### config.mk
export PLATFORM = sky130hd
export DESIGN_NAME = wbu_tx_arbiter
export DESIGN_NICKNAME = d
export VERILOG_FILES = /design/src/rtl/wbu_pkg.sv /design/src/rtl/wbu_tx_arbiter.sv
export SDC_FILE = /design/constraint.sdc
export NUM_CORES = 1
export LEC_CHECK = 0
export ABC_AREA = 1
export BUFFER_PORTS_ARGS = -buffer_cell sky130_fd_sc_hd__buf_2
export CAP_MARGIN = 20
export CORE_MARGIN = 2
export CORE_UTILIZATION = 50
export DETAILED_ROUTE_END_ITERATION = 10
export PLACE_DENSITY = 0.74
export SLEW_MARGIN = 20
export SYNTH_ARGS = -nofsm -noshare
export SYNTH_HDL_FRONTEND = slang
export SYNTH_SLANG_ARGS = --single-unit
### constraint.sdc
create_clock -name i_clk -period 1.52 [get_ports i_clk]
set_input_delay 0.228 -clock i_clk [delete_from_list [all_inputs] [get_ports i_clk]]
set_output_delay 0.228 -clock i_clk [all_outputs]
set_load 0.03 [all_outputs]
### src/rtl/wbu_pkg.sv
// Shared definitions for the wishbone-bus UART output path.
// Latency: n/a (types and constants only).
// Backpressure: n/a.
// Contents: channel tag values, payload width, and holding-register states.
package wbu_pkg;

  // Bit 7 of every byte sent to the host says which stream it belongs to.
  localparam logic TAG_CMD = 1'b1;
  localparam logic TAG_CON = 1'b0;

  // Both sources deliver 7-bit payloads; the tag fills the eighth bit.
  localparam int PAYLOAD_W = 7;

  typedef enum logic [1:0] {
    ST_EMPTY    = 2'd0,
    ST_HOLD_CMD = 2'd1,
    ST_HOLD_CON = 2'd2
  } tx_state_t;

endpackage

### src/rtl/wbu_tx_arbiter.sv
// Shares one UART transmitter between the command responder and the console.
// Latency: a byte accepted at edge N is presented to the UART from edge N+1.
// Backpressure: UART busy stalls both sources; the holding register reloads on the cycle it drains.
//
// Ports:
//   i_clk, i_reset            clock, async active-high reset
//   i_rx_cmd_stb              host addressed the command port (arms command channel)
//   i_cmd_stb/i_cmd_data      command byte source, o_cmd_busy back-pressure
//   i_con_stb/i_con_data      console byte source, o_con_busy back-pressure
//   o_tx_stb/o_tx_data        tagged byte to UART, i_tx_busy back-pressure
//   o_cmd_active              command channel armed
module wbu_tx_arbiter
  import wbu_pkg::*;
#(
  parameter int   MAX_BURST                  = 16,
  parameter logic CMD_PORT_OFF_UNTIL_ACCESSED = 1'b1
) (
  input  logic                 i_clk,
  input  logic                 i_reset,
  input  logic                 i_rx_cmd_stb,
  input  logic                 i_cmd_stb,
  input  logic [PAYLOAD_W-1:0] i_cmd_data,
  output logic                 o_cmd_busy,
  input  logic                 i_con_stb,
  input  logic [PAYLOAD_W-1:0] i_con_data,
  output logic                 o_con_busy,
  output logic                 o_tx_stb,
  output logic [7:0]           o_tx_data,
  input  logic                 i_tx_busy,
  output logic                 o_cmd_active
);

  localparam logic [7:0] LP_MAX_BURST = 8'(MAX_BURST);

  tx_state_t  r_state;
  tx_state_t  w_state_nxt;
  logic [7:0] r_data;
  logic [7:0] r_burst_cnt;
  logic       r_cmd_active;

  logic w_full;
  logic w_free;
  logic w_starve;
  logic w_take_cmd;
  logic w_take_con;

  assign w_full   = (r_state != ST_EMPTY);
  // The register may accept a new byte in the same cycle the UART takes the old one.
  assign w_free   = !w_full || !i_tx_busy;
  assign w_starve = (r_burst_cnt == LP_MAX_BURST);

  // Command has priority unless it has used up its burst while the console waits.
  assign w_take_cmd = w_free && r_cmd_active && i_cmd_stb && !(w_starve && i_con_stb);
  assign w_take_con = w_free && i_con_stb && !w_take_cmd;

  // State register
  always_ff @(posedge i_clk or posedge i_reset) begin
    if (i_reset) begin
      r_state <= ST_EMPTY;
    end else begin
      r_state <= w_state_nxt;
    end
  end

  // Next-state logic
  always_comb begin
    w_state_nxt = r_state;
    if (w_take_cmd) begin
      w_state_nxt = ST_HOLD_CMD;
    end else if (w_take_con) begin
      w_state_nxt = ST_HOLD_CON;
    end else if (w_full && !i_tx_busy) begin
      w_state_nxt = ST_EMPTY;
    end
  end

  // Output logic
  always_comb begin
    o_tx_stb     = w_full;
    o_tx_data    = r_data;
    o_cmd_busy   = !w_take_cmd;
    o_con_busy   = !w_take_con;
    o_cmd_active = r_cmd_active;
  end

  // Payload register; retains its value after draining.
  always_ff @(posedge i_clk or posedge i_reset) begin
    if (i_reset) begin
      r_data <= 8'h00;
    end else if (w_take_cmd) begin
      r_data <= {TAG_CMD, i_cmd_data};
    end else if (w_take_con) begin
      r_data <= {TAG_CON, i_con_data};
    end
  end

  // Sticky arm flag: once the host talks to the command port it stays open.
  always_ff @(posedge i_clk or posedge i_reset) begin
    if (i_reset) begin
      r_cmd_active <= !CMD_PORT_OFF_UNTIL_ACCESSED;
    end else if (i_rx_cmd_stb) begin
      r_cmd_active <= 1'b1;
    end
  end

  // Counts command bytes granted while the console is waiting; an idle
  // console means the command stream is never throttled.
  always_ff @(posedge i_clk or posedge i_reset) begin
    if (i_reset) begin
      r_burst_cnt <= 8'd0;
    end else if (!i_con_stb || w_take_con) begin
      r_burst_cnt <= 8'd0;
    end else if (w_take_cmd && !w_starve) begin
      r_burst_cnt <= r_burst_cnt + 8'd1;
    end
  end

endmodule

Word-level counts from Yosys, hierarchy flattened --
Cells that the tools add are included.
Word-level totals: logic and storage cells 34, flip-flop bits (word level) 19, output and inout bits 12, input port bits 20
Operators by class: eq/ne operators 1, reductions and logical operators 21, add/subtract/negate cells 1, multiplexer cells 7
Operator list (count):
- 8-bit two-way mux | 4
- 8-bit by 1-bit adder with 8-bit output (second input constant) | 1
- 8-bit by 5-bit == test with 1-bit output (second input constant) | 1
- 1-bit logical AND | 8
- 1-bit zero test | 7
- 2-bit two-way mux | 3
- 2-bit nonzero test | 3
- 3-bit nonzero test | 1
- 1-bit logical OR | 2

Logic depth before layout (Yosys ltp) --
depth in word-level cells 10, gate-level depth with buffers 9, depth with buffers taken out 9

Worst setup path after synthesis --
Ideal clock, no wire load.
kind reg-to-reg, start register r_burst_cnt[0], end register r_data[0] (netlist: o_tx_data[0]), setup time 117 ps, path buffers 0, path slack 65 ps, arrival time 1338 ps, data required time 1403 ps, stages on the path, launching flop included 10, period minus slack after synthesis 1455 ps, cells stage by stage dfrtp_1 inv_1 ha_1 nand2_1 nor2_2 nand3_2 nand2_4 nand2_1 nand3_1 nand2_1
On the way: word-level cells in the longest chain between the ends 7, elaborated cells between the ends (all ways) 8, those cells by class 1 x eq/ne; 1 x mux; 6 x reduce/logical
RTL lines:
- start, declared | line wbu_tx_arbiter.sv:38 | logic [7:0] r_burst_cnt;
- start signal, assigned | line wbu_tx_arbiter.sv:114 | r_burst_cnt <= r_burst_cnt + 8'd1;
- 8-bit by 5-bit == test with 1-bit output | line wbu_tx_arbiter.sv:50 | assign w_starve = (r_burst_cnt == LP_MAX_BURST);
- 1-bit logical AND | line wbu_tx_arbiter.sv:53 | assign w_take_cmd = w_free && r_cmd_active && i_cmd_stb && !(w_starve && i_con_stb);
- 1-bit zero test | line wbu_tx_arbiter.sv:53
- 1-bit logical AND | line wbu_tx_arbiter.sv:53
- 1-bit zero test
- named net o_cmd_busy | line wbu_tx_arbiter.sv:23 | output logic o_cmd_busy,
- 1-bit logical AND | line wbu_tx_arbiter.sv:54 | assign w_take_con = w_free && i_con_stb && !w_take_cmd;
- 2-bit nonzero test (no source line)
- end signal, assigned | line wbu_tx_arbiter.sv:91 | r_data <= {TAG_CMD, i_cmd_data};
- end signal, assigned | line wbu_tx_arbiter.sv:93 | r_data <= {TAG_CON, i_con_data};
- end, declared | line wbu_tx_arbiter.sv:37 | logic [7:0] r_data;
The timed path passes the listed nets, and every way through them passes these cells. A chain may end at the register's enable or synchronous reset.

Final worst setup path --
start register r_burst_cnt[0], end output o_con_busy
On the way: word-level cells in the longest chain between the ends 7
RTL lines:
- 8-bit by 5-bit == test with 1-bit output | line wbu_tx_arbiter.sv:50
- 1-bit logical AND | line wbu_tx_arbiter.sv:53
- 1-bit zero test | line wbu_tx_arbiter.sv:53
- 1-bit logical AND | line wbu_tx_arbiter.sv:53
- 1-bit zero test | line wbu_tx_arbiter.sv:54
- 1-bit logical AND | line wbu_tx_arbiter.sv:54
- 1-bit zero test | line wbu_tx_arbiter.sv:82 | o_con_busy = !w_take_con;
- end, declared | line wbu_tx_arbiter.sv:26 | output logic o_con_busy,
No other way between the ends.

==> impl_metrics.json <==
{
  "status": "complete, but fails checks",
  "failed_checks": "negative setup slack",
  "area_delta_synth_final_pct": 33.86,
  "synth-main-ff-cell": "dfrtp_1",
  "fmax_mhz": 588.4,
  "fin_crit_sh_pct": 111.8,
  "synthDistinctLibCells": 23,
  "ant_nets": 0,
  "synthTopCellsByCount": "nand2_1, inv_1, nand3_1, dfrtp_1, nor2_1",
  "drc": 0,
  "fin_hold_ws_ps": 106.2,
  "hp-class": "input pin to flip-flop",
  "p_per_area_mw_per_mm2": 897.2,
  "antenna_found_initial": 0,
  "skew_ps": 1.326,
  "coreArea_mm2": 0.002233,
  "drive_above_1_share_pct": 33.64,
  "cts_tree": "done",
  "synth_top_area_share_pct": 39.96,
  "syn_area_mm2": 0.001190,
  "grt_usage_pct": 22.98,
  "synth.yosys.warnings": 0,
  "grt_pass1_vias": 1191,
  "grt_pass1_wl_um": 4712,
  "place_congestion": 0.8203,
  "avgSynthCellArea_um2": 7.300,
  "fp.dieW_um": 52.79,
  "cp_slowest_cell": "dfrtp_1",
  "io_pins": 32,
  "clockBufferDepth": 2,
  "crit_chain": "inv_2 -> ha_4 -> nand2_4 -> nor2_4 -> nand2_2 -> nand2_4 -> nand2_4 -> buf_6",
  "tightest_slew_ps": 262.5,
  "nets": 237,
  "clockRootBuffer": "clkbuf_4",
  "synthesis.nets": 185,
  "dp_cells": 232,
  "grt_max_degree": 19,
  "irDropWorstVdd_mv": 0.6055,
  "cp.arrival_ps": 1470,
  "crit_top_cell": "nand2_4",
  "drt-initial-drc-count": 39,
  "r2r_slack_ps": -100,
  "cp-end-kind": "output pin",
  "critPathLaunchType": "flip-flop",
  "post_drt_wl_per_cell_um": 11.87,
  "fin_ws_ps": -179.5,
  "max_stage_delay_ps": 400,
  "dp_slack_ps": 81.32,
  "synthTopCellsByArea": "dfrtp_1, nand2_1, nand3_1, inv_1, nor2_1",
  "synth_edf_count": 0,
  "dp_hpwl_um": 2076,
  "maxSlewViolCount": 0,
  "required_ps": 1290,
  "slew_headroom_pct": 82.37,
  "p_leak_uw": 0.0008917,
  "final.min_clock_period_ps": 1700,
  "finalSetupViolations": 4,
  "cts_buffers": 3,
  "finalHoldViolCount": 0,
  "path_class": "flip-flop to output pin",
  "io_buffers": 31,
  "diodes": 0,
  "fillers": 183,
  "synthArstFlopShare_pct": 100.0,
  "synth.largest_area_cell": "dfrtp_1",
  "postLayoutCoreUtil_pct": 71.32,
  "num_vias": 1195,
  "detail_route.vias_per_cell": 4.938,
  "clk_pin_slew_ps": 110,
  "die_y_um": 52.79,
  "rows": 17,
  "worstSkewPairLatency_ps": 300,
  "clock_sinks": 19,
  "yosys.cell_count.top_type": "nand2_1",
  "synth_seq_cells": 19,
  "routed_wl_um": 2872,
  "cts_max_level": 1,
  "synthCells": 163,
  "die_area_mm2": 0.002786,
  "grt_setup_unrepaired": "true",
  "grt.overflow.total": 0,
  "cap_violations": 0,
  "fin_cells": 242,
  "start_util_pct": 53.28,
  "dr.pass1.iters": 4,
  "crit_fanout": 2,
  "ys_seq_area_share_pct": 39.96
}
path summary, 6_finish.rpt:
path | start | endpoint | cells past startpoint
max in group asynchronous | i_reset | r_burst_cnt[2] | 4
hold reg to reg | o_tx_data[6] | o_tx_data[6] | 2
setup reg to reg | r_state[1] | r_burst_cnt[0] | 9
setup / recovery | r_burst_cnt[0] | o_con_busy | 8
hold / removal | i_rx_cmd_stb | o_cmd_active | 2
min in group asynchronous | i_reset | o_cmd_active | 3
cells in the final DEF, fill, tap and decap left out, types with 2 or more instances in the layout:
| cell | instances |
|---|---|
| nand3_1 | 27 |
| nand2_1 | 43 |
| inv_2 | 3 |
| buf_6 | 6 |
| buf_2 | 29 |
| xor2_1 | 2 |
| o21ai_2 | 2 |
| nand2_4 | 5 |
| buf_4 | 13 |
| dfrtp_1 | 19 |
| nor2_1 | 11 |
| nor2_4 | 5 |
| clkbuf_4 | 3 |
| o21ai_0 | 2 |
| inv_1 | 29 |
| nand4_1 | 3 |
logic make-up (layout without fill, tap and decap cells):
| logic type | count (synthesis) | count (layout) | synth area share, % |
|---|---|---|---|
| buffers and inverters | 34 | 85 | 11.46 |
| AO/OA/AOI/OAI | 6 | 6 | 3.154 |
| flip-flops | 19 | 19 | 39.96 |
| AND/OR/NAND/NOR | 100 | 100 | 41.85 |
| adder cells (fa/ha/maj) | 2 | 2 | 2.103 |
| XOR/XNOR | 2 | 2 | 1.472 |
layout make-up:
type,count,area [um2],area share (%)
Timing Repair Buffer,49,320.3,20.11
Sequential cell,19,475.5,29.85
Clock buffer,4,26.28,1.650
Inverter,32,120.1,7.541
Multi-Input combinational cell,110,615.6,38.65
Tap cell,28,35.03,2.200
per-stage QoR:
| step | area [um2] | total power [uW] | TNS (ps) |
|---|---|---|---|
| 3_3_place_gp | 1454 | 1097 | 0 |
| 2_1_floorplan | 1190 | 948.8 | 0 |
| 6_report | 1593 | 1429 | -432.3 |
| 5_1_grt | 1593 | 1516 | -907.1 |
| 4_1_cts | 1540 | 1400 | -497.3 |
| 3_5_place_dp | 1454 | 1107 | 0 |
what timing repair did:
action,CTS,global route
resized for setup,8,10
cloned,0,0
pin swaps,6,7
setup buffers,3,3
setup endpoints to repair,2,19
hold endpoints to repair,19,0
hold buffers,1,0
registers in the layout (all words and copies together) (netlist names):
register / cells
r_state: 2
o_cmd_active: 1
r_burst_cnt: 8
o_tx_data: 8
power by group:
part	internal, uW	switching (uW)
Combinational	212	351
Sequential	565	36.0
Clock	102	162
per-layer routing:
metal  vias up  routed length [um]  GRT usage, %  part of all wire, %
li1        608                   -             -                    -
met1       544                1179         26.55                   41
met2        36                1522         41.25                   53
met3         7                 117         2.857                  4.1
met4         0                  53         11.11                  1.8
met5         -                   0             0                    0
worst max-delay path, delay by kind of cell (launching register included):
| kind | cells | cell delay [ps] |
|---|---|---|
| fa+ha+maj | 1 | 150 |
| buf+inv | 2 | 220 |
| flops | 1 | 400 |
| simple gates | 5 | 400 |
Power figures use the tool's default switching activity.
